--- src/rtl/ram_bist_pkg.sv ---
// ram_bist_pkg: shared types and constants for the RAM8x8 March C- BIST engine.
// Contents: FSM state enum, march element index type with its per-element
// direction / read-polarity / write-polarity table, background constants
// and the RAM op count per background.
// Build option: RAM8X8_BIST_CHECKERBOARD_EN (used by ram8x8_bist) adds a
// second pass with background BG1.
package ram_bist_pkg;

    typedef enum logic [2:0] {
        ST_IDLE = 3'd0,
        ST_WR   = 3'd1,
        ST_RD   = 3'd2,
        ST_CMPW = 3'd3,
        ST_CMP  = 3'd4,
        ST_FIN  = 3'd5
    } state_t;

    typedef enum logic [2:0] {
        M0 = 3'd0,
        M1 = 3'd1,
        M2 = 3'd2,
        M3 = 3'd3,
        M4 = 3'd4,
        M5 = 3'd5
    } elem_t;

    localparam logic [7:0] BG0        = 8'h00;
    localparam logic [7:0] BG1        = 8'h55;
    localparam int         OPS_PER_BG = 88;

    // Element walks addresses high-to-low (M3, M4).
    function automatic logic elem_down(input elem_t e);
        case (e)
            M3, M4:  elem_down = 1'b1;
            default: elem_down = 1'b0;
        endcase
    endfunction

    // Element expects the complemented background on its read (M2, M4).
    function automatic logic elem_rd_inv(input elem_t e);
        case (e)
            M2, M4:  elem_rd_inv = 1'b1;
            default: elem_rd_inv = 1'b0;
        endcase
    endfunction

    // Element writes the complemented background (M1, M3).
    function automatic logic elem_wr_inv(input elem_t e);
        case (e)
            M1, M3:  elem_wr_inv = 1'b1;
            default: elem_wr_inv = 1'b0;
        endcase
    endfunction

endpackage

--- src/rtl/ram_bist_addr_gen.sv ---
// ram_bist_addr_gen: AW-bit up/down address counter for the march engine.
// Ports:
//   clk, rst  - clock, synchronous active-high reset
//   load      - start a new element: addr goes to 0 (dir=0) or max (dir=1)
//   step      - advance one address in the direction captured at load
//   dir       - direction for the element being loaded (1 = descending)
//   addr      - current address (registered)
//   last      - addr is the terminal address of the current direction
module ram_bist_addr_gen #(
    parameter int AW = 3
) (
    input  logic          clk,
    input  logic          rst,
    input  logic          load,
    input  logic          step,
    input  logic          dir,
    output logic [AW-1:0] addr,
    output logic          last
);

    logic dir_r;

    // Address counter; direction is latched at load so 'last' and 'step'
    // always refer to the element currently running.
    always_ff @(posedge clk) begin
        if (rst) begin
            addr  <= {AW{1'b0}};
            dir_r <= 1'b0;
        end else if (load) begin
            dir_r <= dir;
            addr  <= dir ? {AW{1'b1}} : {AW{1'b0}};
        end else if (step) begin
            addr  <= dir_r ? (addr - {{(AW-1){1'b0}}, 1'b1})
                           : (addr + {{(AW-1){1'b0}}, 1'b1});
        end else begin
            addr  <= addr;
        end
    end

    assign last = dir_r ? (addr == {AW{1'b0}}) : (addr == {AW{1'b1}});

endmodule

--- src/rtl/ram8x8_bist.sv ---
// ram8x8_bist: March C- built-in self-test engine driving a RAM8x8 port.
// Ports:
//   clk, rst            - clock, synchronous active-high reset
//   start               - begin a test (only accepted when idle)
//   busy                - engine owns the RAM port
//   done                - one-cycle pulse at end of test
//   pass                - test result, valid from done
//   fail_addr/fail_bits - address and XOR syndrome of the first miscompare
//   ram_D/ram_Q/ram_addr/ram_we - RAM port (read data valid one cycle after
//                                 the address is presented)
// Build option: RAM8X8_BIST_CHECKERBOARD_EN repeats the march with
// background 8'h55 after the 8'h00 pass.
module ram8x8_bist
    import ram_bist_pkg::*;
#(
    parameter int AW = 3,
    parameter int DW = 8
) (
    input  logic          clk,
    input  logic          rst,
    input  logic          start,
    output logic          busy,
    output logic          done,
    output logic          pass,
    output logic [AW-1:0] fail_addr,
    output logic [DW-1:0] fail_bits,
    output logic [DW-1:0] ram_D,
    input  logic [DW-1:0] ram_Q,
    output logic [AW-1:0] ram_addr,
    output logic          ram_we
);

    state_t        state_r;
    elem_t         elem_r;
    logic          pass_r;
    logic [DW-1:0] bg_s;
    logic          bg_more_s;
    logic [DW-1:0] exp_rd_s;
    logic [DW-1:0] wr_val_s;
    logic          mism_s;
    logic          load_s;
    logic          step_s;
    logic          load_dir_s;
    logic [AW-1:0] addr_s;
    logic          last_s;

`ifdef RAM8X8_BIST_CHECKERBOARD_EN
    logic [DW-1:0] bg_r;
    assign bg_s      = bg_r;
    assign bg_more_s = (bg_r == DW'(BG0));
`else
    assign bg_s      = DW'(BG0);
    assign bg_more_s = 1'b0;
`endif

    // Expected read value, write value and compare result for the current element.
    always_comb begin
        exp_rd_s = bg_s ^ (elem_rd_inv(elem_r) ? {DW{1'b1}} : {DW{1'b0}});
        wr_val_s = bg_s ^ (elem_wr_inv(elem_r) ? {DW{1'b1}} : {DW{1'b0}});
        mism_s   = (ram_Q != exp_rd_s);
    end

    // Address counter control: load at each element start, step between addresses.
    always_comb begin
        load_s     = 1'b0;
        step_s     = 1'b0;
        load_dir_s = 1'b0;
        case (state_r)
            ST_IDLE: begin
                if (start) begin
                    load_s = 1'b1;
                end else begin
                    load_s = 1'b0;
                end
            end
            ST_WR: begin
                if (last_s) begin
                    load_s     = 1'b1;
                    load_dir_s = elem_down(M1);
                end else begin
                    step_s = 1'b1;
                end
            end
            ST_CMPW, ST_CMP: begin
                if (last_s) begin
                    if (elem_r == M5) begin
                        // Only reload when another background follows.
                        load_s = bg_more_s;
                    end else begin
                        load_s     = 1'b1;
                        load_dir_s = elem_down(elem_t'(elem_r + 3'd1));
                    end
                end else begin
                    step_s = 1'b1;
                end
            end
            default: begin
                load_s = 1'b0;
            end
        endcase
    end

    ram_bist_addr_gen #(.AW(AW)) u_addr_gen (
        .clk  (clk),
        .rst  (rst),
        .load (load_s),
        .step (step_s),
        .dir  (load_dir_s),
        .addr (addr_s),
        .last (last_s)
    );

    assign ram_addr = addr_s;

    // March sequencer with registered RAM controls and result outputs.
    always_ff @(posedge clk) begin
        if (rst) begin
            state_r   <= ST_IDLE;
            elem_r    <= M0;
            pass_r    <= 1'b0;
            busy      <= 1'b0;
            done      <= 1'b0;
            pass      <= 1'b0;
            fail_addr <= {AW{1'b0}};
            fail_bits <= {DW{1'b0}};
            ram_D     <= {DW{1'b0}};
            ram_we    <= 1'b0;
`ifdef RAM8X8_BIST_CHECKERBOARD_EN
            bg_r      <= DW'(BG0);
`endif
        end else begin
            case (state_r)
                ST_IDLE: begin
                    done <= 1'b0;
                    if (start) begin
                        state_r   <= ST_WR;
                        elem_r    <= M0;
                        pass_r    <= 1'b1;
                        busy      <= 1'b1;
                        pass      <= 1'b0;
                        fail_addr <= {AW{1'b0}};
                        fail_bits <= {DW{1'b0}};
                        ram_D     <= DW'(BG0);
                        ram_we    <= 1'b1;
`ifdef RAM8X8_BIST_CHECKERBOARD_EN
                        bg_r      <= DW'(BG0);
`endif
                    end else begin
                        state_r <= ST_IDLE;
                    end
                end
                ST_WR: begin
                    if (last_s) begin
                        state_r <= ST_RD;
                        elem_r  <= M1;
                        ram_we  <= 1'b0;
                    end else begin
                        ram_we  <= 1'b1;
                        ram_D   <= bg_s;
                    end
                end
                ST_RD: begin
                    // Read data arrives next cycle; write-back (if any) shares that cycle.
                    if (elem_r == M5) begin
                        state_r <= ST_CMP;
                        ram_we  <= 1'b0;
                    end else begin
                        state_r <= ST_CMPW;
                        ram_we  <= 1'b1;
                    end
                    ram_D <= wr_val_s;
                end
                ST_CMPW, ST_CMP: begin
                    // First miscompare wins; later ones are ignored.
                    if (mism_s && pass_r) begin
                        pass_r    <= 1'b0;
                        fail_addr <= addr_s;
                        fail_bits <= ram_Q ^ exp_rd_s;
                    end else begin
                        pass_r    <= pass_r;
                    end
                    ram_we  <= 1'b0;
                    state_r <= ST_RD;
                    if (last_s) begin
                        if (elem_r == M5) begin
                            if (bg_more_s) begin
                                state_r <= ST_WR;
                                elem_r  <= M0;
                                ram_we  <= 1'b1;
                                ram_D   <= DW'(BG1);
`ifdef RAM8X8_BIST_CHECKERBOARD_EN
                                bg_r    <= DW'(BG1);
`endif
                            end else begin
                                state_r <= ST_FIN;
                                busy    <= 1'b0;
                                done    <= 1'b1;
                                pass    <= pass_r & ~mism_s;
                            end
                        end else begin
                            elem_r <= elem_t'(elem_r + 3'd1);
                        end
                    end else begin
                        elem_r <= elem_r;
                    end
                end
                ST_FIN: begin
                    done    <= 1'b0;
                    state_r <= ST_IDLE;
                end
                default: begin
                    state_r <= ST_IDLE;
                    busy    <= 1'b0;
                    done    <= 1'b0;
                    ram_we  <= 1'b0;
                end
            endcase
        end
    end

endmodule
--- config.mk ---
export PLATFORM = sky130hd
export DESIGN_NAME = ram8x8_bist
export DESIGN_NICKNAME = d
export VERILOG_FILES = /design/src/rtl/ram_bist_pkg.sv /design/src/rtl/ram_bist_addr_gen.sv /design/src/rtl/ram8x8_bist.sv
export SDC_FILE = /design/constraint.sdc
export NUM_CORES = 1
export LEC_CHECK = 0
export CORE_MARGIN = 2
export CORE_UTILIZATION = 48
export CTS_BUF_LIST = sky130_fd_sc_hd__clkbuf_2 sky130_fd_sc_hd__clkbuf_4 sky130_fd_sc_hd__clkbuf_8
export DETAILED_ROUTE_END_ITERATION = 10
export PLACE_DENSITY = 0.83
export SLEW_MARGIN = 5
export SYNTH_ARGS = -nofsm -noshare
export SYNTH_HDL_FRONTEND = slang
export SYNTH_SLANG_ARGS = --single-unit
--- constraint.sdc ---
create_clock -name clk -period 1.98 [get_ports clk]
set_input_delay 0.297 -clock clk [delete_from_list [all_inputs] [get_ports clk]]
set_output_delay 0.297 -clock clk [all_outputs]
set_load 0.05 [all_outputs]
Word level (Yosys, flattened, before mapping)
Index checks and enable logic that the tools add are counted.
Widths: inputs -> output; s select.
{"block": "classes", "bitwise_logic": 6, "n_lt_le_gt_ge": 0, "reduce_logical": 21, "n_mux": 52, "addsub": 3, "multipliers": 0, "eq_ne": 21, "shift": 0, "div": 0}
{"cell": "$mux 8", "n": 5}
{"cell": "$mux 3", "n": 13}
{"cell": "$pmux 8 s3", "n": 1}
{"cell": "$mux 1", "n": 23}
{"cell": "$eq 3x3->1 const B", "n": 6}
{"cell": "$pmux 8 s2", "n": 1}
{"cell": "$eq 3x2->1 const B", "n": 5}
{"cell": "$ne 2x2->1 const B", "n": 7}
{"cell": "$pmux 3 s4", "n": 1}
{"cell": "$reduce_or 2->1", "n": 5}
{"cell": "$pmux 3 s3", "n": 1}
{"cell": "$reduce_and 3->1", "n": 3}
{"cell": "$ne 8x8->1", "n": 1}
{"cell": "$reduce_and 4->1", "n": 2}
{"cell": "$xor 8x8->8", "n": 1}
{"cell": "$add 3x1->3 const B", "n": 2}
{"cell": "$eq 3x1->1 const B", "n": 2}
{"cell": "$logic_not 3->1", "n": 2}
{"cell": "$pmux 1 s2", "n": 3}
{"cell": "$pmux 1 s3", "n": 2}
{"cell": "$pmux 3 s2", "n": 1}
{"cell": "$reduce_bool 3->1", "n": 2}
{"cell": "$reduce_or 3->1", "n": 2}
{"cell": "$reduce_and 5->1", "n": 1}
{"cell": "7 further kinds", "n": 11}
{"block": "word_totals", "ramBits": 0, "out_inout_bits": 26, "latch_bits": 0, "reg_bits": 34, "in_bits": 11, "n_memories": 0, "rom_bits": 0, "elab_cells": 115}

Longest topological paths before layout
{"block": "depth", "depth_word": 10, "depth_mapped": 8, "ltp_nobuf": 7}

Cells and area by module
Synthesis repeated with hierarchy kept, for this count alone.
{"block": "unflattened", "hier_cells": 198, "area_unflattened_um2": 1686.6}
{"mod": "ram8x8_bist", "cells_per_inst": 172, "n_inst": 1, "seq_area_each_um2": 460.4, "area_each_um2": 1455.1}
{"mod": "ram_bist_addr_gen", "cells_per_inst": 26, "n_inst": 1, "seq_area_each_um2": 80.1, "area_each_um2": 231.5}

Worst setup path after synthesis
OpenSTA, ideal clock, no wires.
{"block": "synth_timing", "path_kind": "reg-to-reg", "startpoint": "reg u_addr_gen.addr[0]", "endpoint": "reg u_addr_gen.dir_r", "arrival_ns": 1.925, "path_slack_ns": -0.062, "stages_incl_launch_ff": 7, "setup_ns": 0.117, "path_cell_list": "dfxtp_1 or4b_1 buf_2 and2_4 buf_6 o21a_1 a32o_1"}
{"block": "synth_via", "elab_chain_cells": 4, "word_cells_on_any_way": 8}
{"element": "from (decl)", "line": "ram_bist_addr_gen.sv:17", "text": "output logic [AW-1:0] addr,"}
{"element": "from (signal assigned)", "line": "ram_bist_addr_gen.sv:27", "text": "addr <= {AW{1'b0}};"}
{"element": "from (signal assigned)", "line": "ram_bist_addr_gen.sv:31", "text": "addr <= dir ? {AW{1'b1}} : {AW{1'b0}};"}
{"element": "from (signal assigned)", "line": "ram_bist_addr_gen.sv:33", "text": "addr <= dir_r ? (addr - {{(AW-1){1'b0}}, 1'b1})"}
{"element": "$eq 3x3->1 or $logic_not 3->1 (tied branches)", "line": "ram_bist_addr_gen.sv:40", "text": "assign last = dir_r ? (addr == {AW{1'b0}}) : (addr == {AW{1'b1}});"}
{"element": "$mux 1 *", "line": "ram_bist_addr_gen.sv:40"}
{"element": "$mux 1, on equally long branches", "line": "ram8x8_bist.sv:85, ram8x8_bist.sv:77"}
{"element": "$pmux 1 s3 or $mux 1 (tied branches)"}
{"element": "to (signal assigned)", "line": "ram_bist_addr_gen.sv:30", "text": "dir_r <= dir;"}
{"element": "to (decl)", "line": "ram_bist_addr_gen.sv:21", "text": "logic dir_r;"}
Every way passes the cells marked *; elsewhere a longest branch is shown, timed or not.
A chain may end at the register's enable or synchronous reset.

Final worst setup path
{"block": "layout_timing", "startpoint": "reg u_addr_gen.addr[0]", "endpoint": "reg u_addr_gen.addr[1]"}
{"block": "layout_via", "elab_chain_cells": 6, "word_cells_on_any_way": 17}
{"element": "$eq 3x3->1 or $logic_not 3->1 (tied branches)", "line": "ram_bist_addr_gen.sv:40"}
{"element": "$mux 1", "line": "ram_bist_addr_gen.sv:40"}
{"element": "$mux 1", "line": "ram8x8_bist.sv:85", "text": "if (last_s) begin"}
{"element": "$mux 1"}
{"element": "$mux 3", "line": "ram_bist_addr_gen.sv:31"}
{"element": "$mux 3", "line": "ram_bist_addr_gen.sv:29", "text": "end else if (load) begin"}
Parallel ways exist; a longest one is shown, timed or not. The select of a mux whose other input is x is not followed.

==> results.sh <==
export IMPL_min_from="pass$_SDFFE_PP0P_"
export IMPL_wl_per_cell_um=13.6
export IMPL_r2r_slack_ns=0.05
export IMPL_worstReg2RegEnd="u_addr_gen.addr[1]$_SDFFE_PP0P_"
export IMPL_synth_area_per_cell_um2=8.03
export IMPL_met1_usage=0.280
export IMPL_clockBufferDepth=2
export IMPL_rsz0062_at_grt="true"
export IMPL_rows=21
export IMPL_async_flop_share=0
export IMPL_antenna_found_initial=0
export IMPL_yosys_warnings=0
export IMPL_clockRootBuffer="clkbuf_4"
export IMPL_timing_rr_start="u_addr_gen.addr[0]$_SDFFE_PP0P_"
export IMPL_busiest_layer="met2"
export IMPL_grt_pass1_wl_um=6510
export IMPL_layout_commonest_cell="clkdlybuf4s50_1"
export IMPL_drt_antenna_violating_nets=0
export IMPL_hp_class="flip-flop to flip-flop"
export IMPL_drt_pass1_iterations=4
export IMPL_status="completed"
export IMPL_maxCapViolations=0
export IMPL_numPortBuffers=36
export IMPL_start_util=0.495
export IMPL_critical_path_top_delay_family="simple AND/OR/NAND/NOR gates"
export IMPL_power_density_nw_per_um2=481
export IMPL_finalWeightedCongestion=0.861
export IMPL_vias_per_cell=5.58
export IMPL_clk_pin_slew_worst_paths_ns=0.13
export IMPL_cts_buffers=3
export IMPL_swShare=0.280
export IMPL_clock_fmax_mhz=517
export IMPL_vdd_drop_max_mv=0.428
export IMPL_cp_data_required_time_ns=2.21
export IMPL_worst_path_max_fanout=10
export IMPL_fin_nets=256
export IMPL_clock_latency_ns=0.33
export IMPL_hold_path_depth=2
export IMPL_p_comb_frac=0.187
export IMPL_fin_crit_ns=1.93
export IMPL_finalHoldViolations=0
export IMPL_drive_gt1_frac=0.126
export IMPL_p_sw_mw=0.284
export IMPL_ios=37
export IMPL_die_area_um2=3900
export IMPL_h_tree_depth=1
export IMPL_vias=1586
export IMPL_p_leak_nw=0.866
export IMPL_synthAdderAreaFrac=0.0504
export IMPL_intPower_mw=0.731
export IMPL_power_share_clock=0.247
export IMPL_worstMarginPinSlew_ns=0.513
export IMPL_synthFlopType="dfxtp_1"
export IMPL_synth_cell_types=44
export IMPL_synth_top_family_by_area="compound AO/OA/AOI/OAI gates"
export IMPL_placedCellCount=280
export IMPL_hold_path_endpoint="pass$_SDFFE_PP0P_"
export IMPL_first_iter_violations=111
export IMPL_synth_seq_cells=27
export IMPL_cts_tree="yes"
export IMPL_worst_path_buf_inv=0
export IMPL_clock_skew_ns=0.0102
export IMPL_seq_area_frac_synth=0.330
export IMPL_worst_slack_ns=0.0462
export IMPL_synth_cell_area_um2=1640
export IMPL_fillers=296
export IMPL_syn_to_final_growth_pct=28.7
export IMPL_end_kind="flip-flop"
export IMPL_die_y_um=62.4
export IMPL_grt_ovfl_total=0
export IMPL_use_met3=0.0414
export IMPL_cp_arrival_ns=2.16
export IMPL_slowest_stage="or4b_1"
export IMPL_crit_chain="or4b_1, and2_4, o21ai_2, o21ai_0, o211a_1"
export IMPL_hpwl_um=2880
export IMPL_place_ws_ns=0.0196
export IMPL_syn_instance_count=204
export IMPL_dieWidth_um=62.4
export IMPL_synth_compound_area_share=0.229
export IMPL_synth_area_mux_share=0.0260
export IMPL_drt_total_wl_um=3860
export IMPL_critical_path_max_stage_delay_ns=0.65
export IMPL_postCtsHoldBufs=0
export IMPL_grt_use_met2=0.332
export IMPL_slew_headroom=0.657
export IMPL_synthXorXnorAreaFrac=0.0588
export IMPL_grt_pass1_vias=1401
export IMPL_synth_simple_area_share=0.215
export IMPL_final_cells=284
export IMPL_critical_path_startpoint="u_addr_gen.addr[0]$_SDFFE_PP0P_"
export IMPL_grt_use_total=0.207
export IMPL_drc=0
export IMPL_coreArea_um2=3310
export IMPL_slew_viol_final=0
export IMPL_n_antenna_cell=0
export IMPL_synth_edf_count=0
export IMPL_setup_viol=0
export IMPL_ff2ff_path_depth=5
export IMPL_postCtsSetupBuffers=0
export IMPL_fin_crit_sh=0.977
export IMPL_p_seq_frac=0.566
export IMPL_grt_max_degree=17
export IMPL_final_cell_mix="28 x clkdlybuf4s50_1, 23 x a21oi_1, 23 x dfxtp_1"
export IMPL_synth_nets=221
export IMPL_cts_sinks=27
export IMPL_path_class="flip-flop to flip-flop"
export IMPL_crit_path_start_kind="flip-flop"
## worst reg2reg max path, delay by kind of cell (launching register included)
family | cells | cell delay [ns]
AOI/OAI and AO/OA | 3 | 0.55
DFF | 1 | 0.38
and+or+nand+nor | 2 | 0.91
## per-stage QoR
stage / hold slack [ns] / total power [mW] / util / instance area (µm²) / setup TNS [ns]
finish: 0.473 / 1.02 / 0.637 / 2110 / 0
global route: 0.494 / 1.07 / 0.637 / 2110 / -0.0342
CTS: 0.477 / 1.02 / 0.628 / 2080 / 0
detailed placement: 0.458 / 0.775 / 0.619 / 2050 / 0
global placement: 0.450 / 0.773 / 0.619 / 2050 / 0
floorplan: 0.468 / 0.701 / - / 1640 / 0
## registers in the layout, indices dropped and copies added, names as in the netlist, 3 cells and up
register and flops:
fail_addr 3, state_r 3, elem_r 3, u_addr_gen.addr 3, fail_bits 8
## per-layer routing
layer	part of all wire	up-vias
met5	0	-
met4	0.012	0
met3	0.062	6
met2	0.47	59
met1	0.45	724
li1	-	797
## timing repair
action / CTS / global route
resized for setup: 0 / 12
endpoints found under the setup margin: 0 / 21
hold endpoints to repair: 0 / 0
## cells by family after synthesis
logic type	after synthesis
AO/OA/AOI/OAI	59
XOR/XNOR	11
adder cells (fa/ha/maj)	6
buffers and inverters	29
flip-flops	27
multiplexers	3
AND/OR/NAND/NOR	69
## synthesized netlist by cell type (all sizes together), types with 4 or more instances
cell    instances  area share
xnor2          11       0.059
a21oi          24       0.073
clkbuf          8       0.018
dfxtp          27        0.33
a211oi          4       0.018
inv             8       0.018
o21ai          10       0.033
nand3          17       0.052
nor3            5       0.018
ha              5       0.038
o31ai           4       0.021
nor2            8       0.018
buf            12       0.053
nand2          22       0.050
## power by group through the flow
stage | Sequential (mW) | Combinational [mW] | Clock [mW]
6_report | 0.575 | 0.190 | 0.251
5_1_grt | 0.578 | 0.205 | 0.285
4_1_cts | 0.575 | 0.189 | 0.257
3_5_place_dp | 0.587 | 0.188 | 0
3_3_place_gp | 0.586 | 0.187 | 0
2_1_floorplan | 0.617 | 0.0837 | 0
## layout make-up
type	count	area [µm²]	area share
Clock buffer	4	30.0	0.0142
Inverter	9	33.8	0.0160
Multi-Input combinational cell	148	953	0.452
Sequential cell	27	546	0.259
Tap cell	46	57.6	0.0273
Timing Repair Buffer	50	489	0.232
## worst max path at each step
stage | endpoint | slack [ns] | depth (start not counted)
after floorplan | u_addr_gen.dir_r$_SDFFE_PP0P_ | 0.06 | 6
after global placement | fail_addr[0]$_SDFFE_PP0P_ | 0.06 | 6
after detailed placement | fail_bits[0]$_SDFFE_PP0P_ | 0.02 | 6
after CTS | ram_D[1] | 0.003 | 1
after global routing | elem_r[0]$_SDFFE_PP0P_ | -0.02 | 7
final | u_addr_gen.addr[1]$_SDFFE_PP0P_ | 0.05 | 5
Note: power is estimated with default switching activity, not from simulation.
==> RTL change, RTL diff (config.mk and constraints unchanged) <==
Encoding of `state_t`: now one-hot (6 bits for 6 states).
--- a/src/rtl/ram_bist_pkg.sv
+++ b/src/rtl/ram_bist_pkg.sv
@@ -6,13 +6,13 @@
 // second pass with background BG1.
 package ram_bist_pkg;
 
-    typedef enum logic [2:0] {
-        ST_IDLE = 3'd0,
-        ST_WR   = 3'd1,
-        ST_RD   = 3'd2,
-        ST_CMPW = 3'd3,
-        ST_CMP  = 3'd4,
-        ST_FIN  = 3'd5
+    typedef enum logic [5:0] {
+        ST_IDLE = 6'b000001,
+        ST_WR   = 6'b000010,
+        ST_RD   = 6'b000100,
+        ST_CMPW = 6'b001000,
+        ST_CMP  = 6'b010000,
+        ST_FIN  = 6'b100000
     } state_t;
 
     typedef enum logic [2:0] {
Behaviour: same outputs for any inputs over 10 cycles, from zero or initial values and one cycle with rst high; not proved beyond that.
==> RTL change against the unedited design <==
Setup slack better by 0.77 ps. Clock power increased by 57%. Non-clock buffer count decreased by 5. Core utilization up 0.89 points. Wire length fell by 8.1%. Power up 26%. Critical path depth fell by 4. Final cell count shrank 5.6%. Count of clock-buffer cells in the layout up 3. Cell area grew 2.2%. Area after synthesis is 1.4% higher. Sequential cell count up 3. Largest cell class unchanged.
==> RTL change: results (changes against the unedited design) <==
status: finished clean
crit path kind: flop to output pin
Worst Clk Skew: 12.3 ps (+2.01 ps)
Static Leak: 0.000973 uW (+12%)
largest net degree at the start of global routing: 21 (+4)
worst slack, placed: 91.8 ps (+72.2 ps)
vias in the first global route: 1312 (-6.4%)
CP Launch Point: u_addr_gen.addr[1]$_SDFFE_PP0P_
H-tree Lvls: 2 (+1)
post-DP HPWL: 2610 um (-9.3%)
Synth cell types: 47 (+6.8%)
# fillers: 302 (+2.0%)
hold path endpoint: fail_addr[2]$_SDFFE_PP0P_
Area contributors post-synth: dfxtp_1 (36%), xnor2_1 (5.3%), ha_1 (4.5%)
adder-cell area share of the yosys netlist: 0.0572 (+0.00685)
GR Util met3: 0.0486 (+0.00721)
max incr delay on CP: 850 ps (+200 ps)
Final nets: 239 (-6.6%)
placed cell area: 2080 um2 (+1.3%)
metal2 WL: 1610 um (-12%)
portion of netlist area occupied by mux cells: 0.0377 (+0.0117)
Top delay family on crit path: buffers and inverters
Worst-path clk slew: 80 ps (-50 ps)
wire per inst: 13.2 um (-2.6%)
average size of a mapped cell: 9.08 um2 (+13%)
Mapped Nets: 201 (-9.0%)
VDD IR max: 0.000441 V (+3.1%)
met1 Use GR: 0.260 (-0.0206)
Metal-1 WL: 1710 um (-2.1%)
Layout Cells excl Fill: 268 (-5.6%)
hold slack: 477 ps (+4.30 ps)
Iteration-0 DRC Markers: 116 (+4.5%)
Slew Limit Headroom: 0.653 (-0.00359)
Min Clock Period, post-route: 1930 ps (-0.772 ps)
RR Endpoint: u_addr_gen.addr[0]$_SDFFE_PP0P_
Hold Startpoint: fail_addr[2]$_SDFFE_PP0P_
GRT Total Usage: 0.196 (-0.0112)
placed instance count: 260 (-7.1%)
cell area after layout: 2160 um2 (+2.2%)
Final GP Congestion: 0.802 (-6.9%)
Post-Synth XOR/XNOR Area: 0.0580 (-0.000797)
CTS buffer count: 5 (+2)
first-pass GRT wire length: 6040 um (-7.3%)
post-synthesis compound-gate area fraction: 0.192 (-0.0370)
==> RTL change: cell types whose count changed in the layout (fill, tap and decap cells not counted), sizes merged, moves of 5 or more <==
cell	delta
nand3	-14
and3	+10
a21oi	-13
a31o	+8
buf	-5
o21ai	-6
==> RTL change: area by class of cell <==
cell class	count	share of cell area
clock buffers	7	0.0273
clock inverters	1	0.00232
inverters	8	0.0139
multi-input cells	131	0.439
flip-flops and latches	30	0.279
well taps	46	0.0267
repair buffers	45	0.212
==> RTL change: power breakdown <==
part / leakage [uW] / total [uW] / internal [uW] / switching (uW)
Combinational: 0.000690 / 244 / 110 / 134
Sequential: 0.000244 / 642 / 621 / 21.5
Clock: 0.0000387 / 394 / 185 / 208
==> RTL change: repair_timing <==
| item | 4_1_cts | 5_1_grt |
|---|---|---|
| endpoints found under the setup margin | 6 | 7 |
| gates cloned | 0 | 0 |
| resized for setup | 1 | 7 |
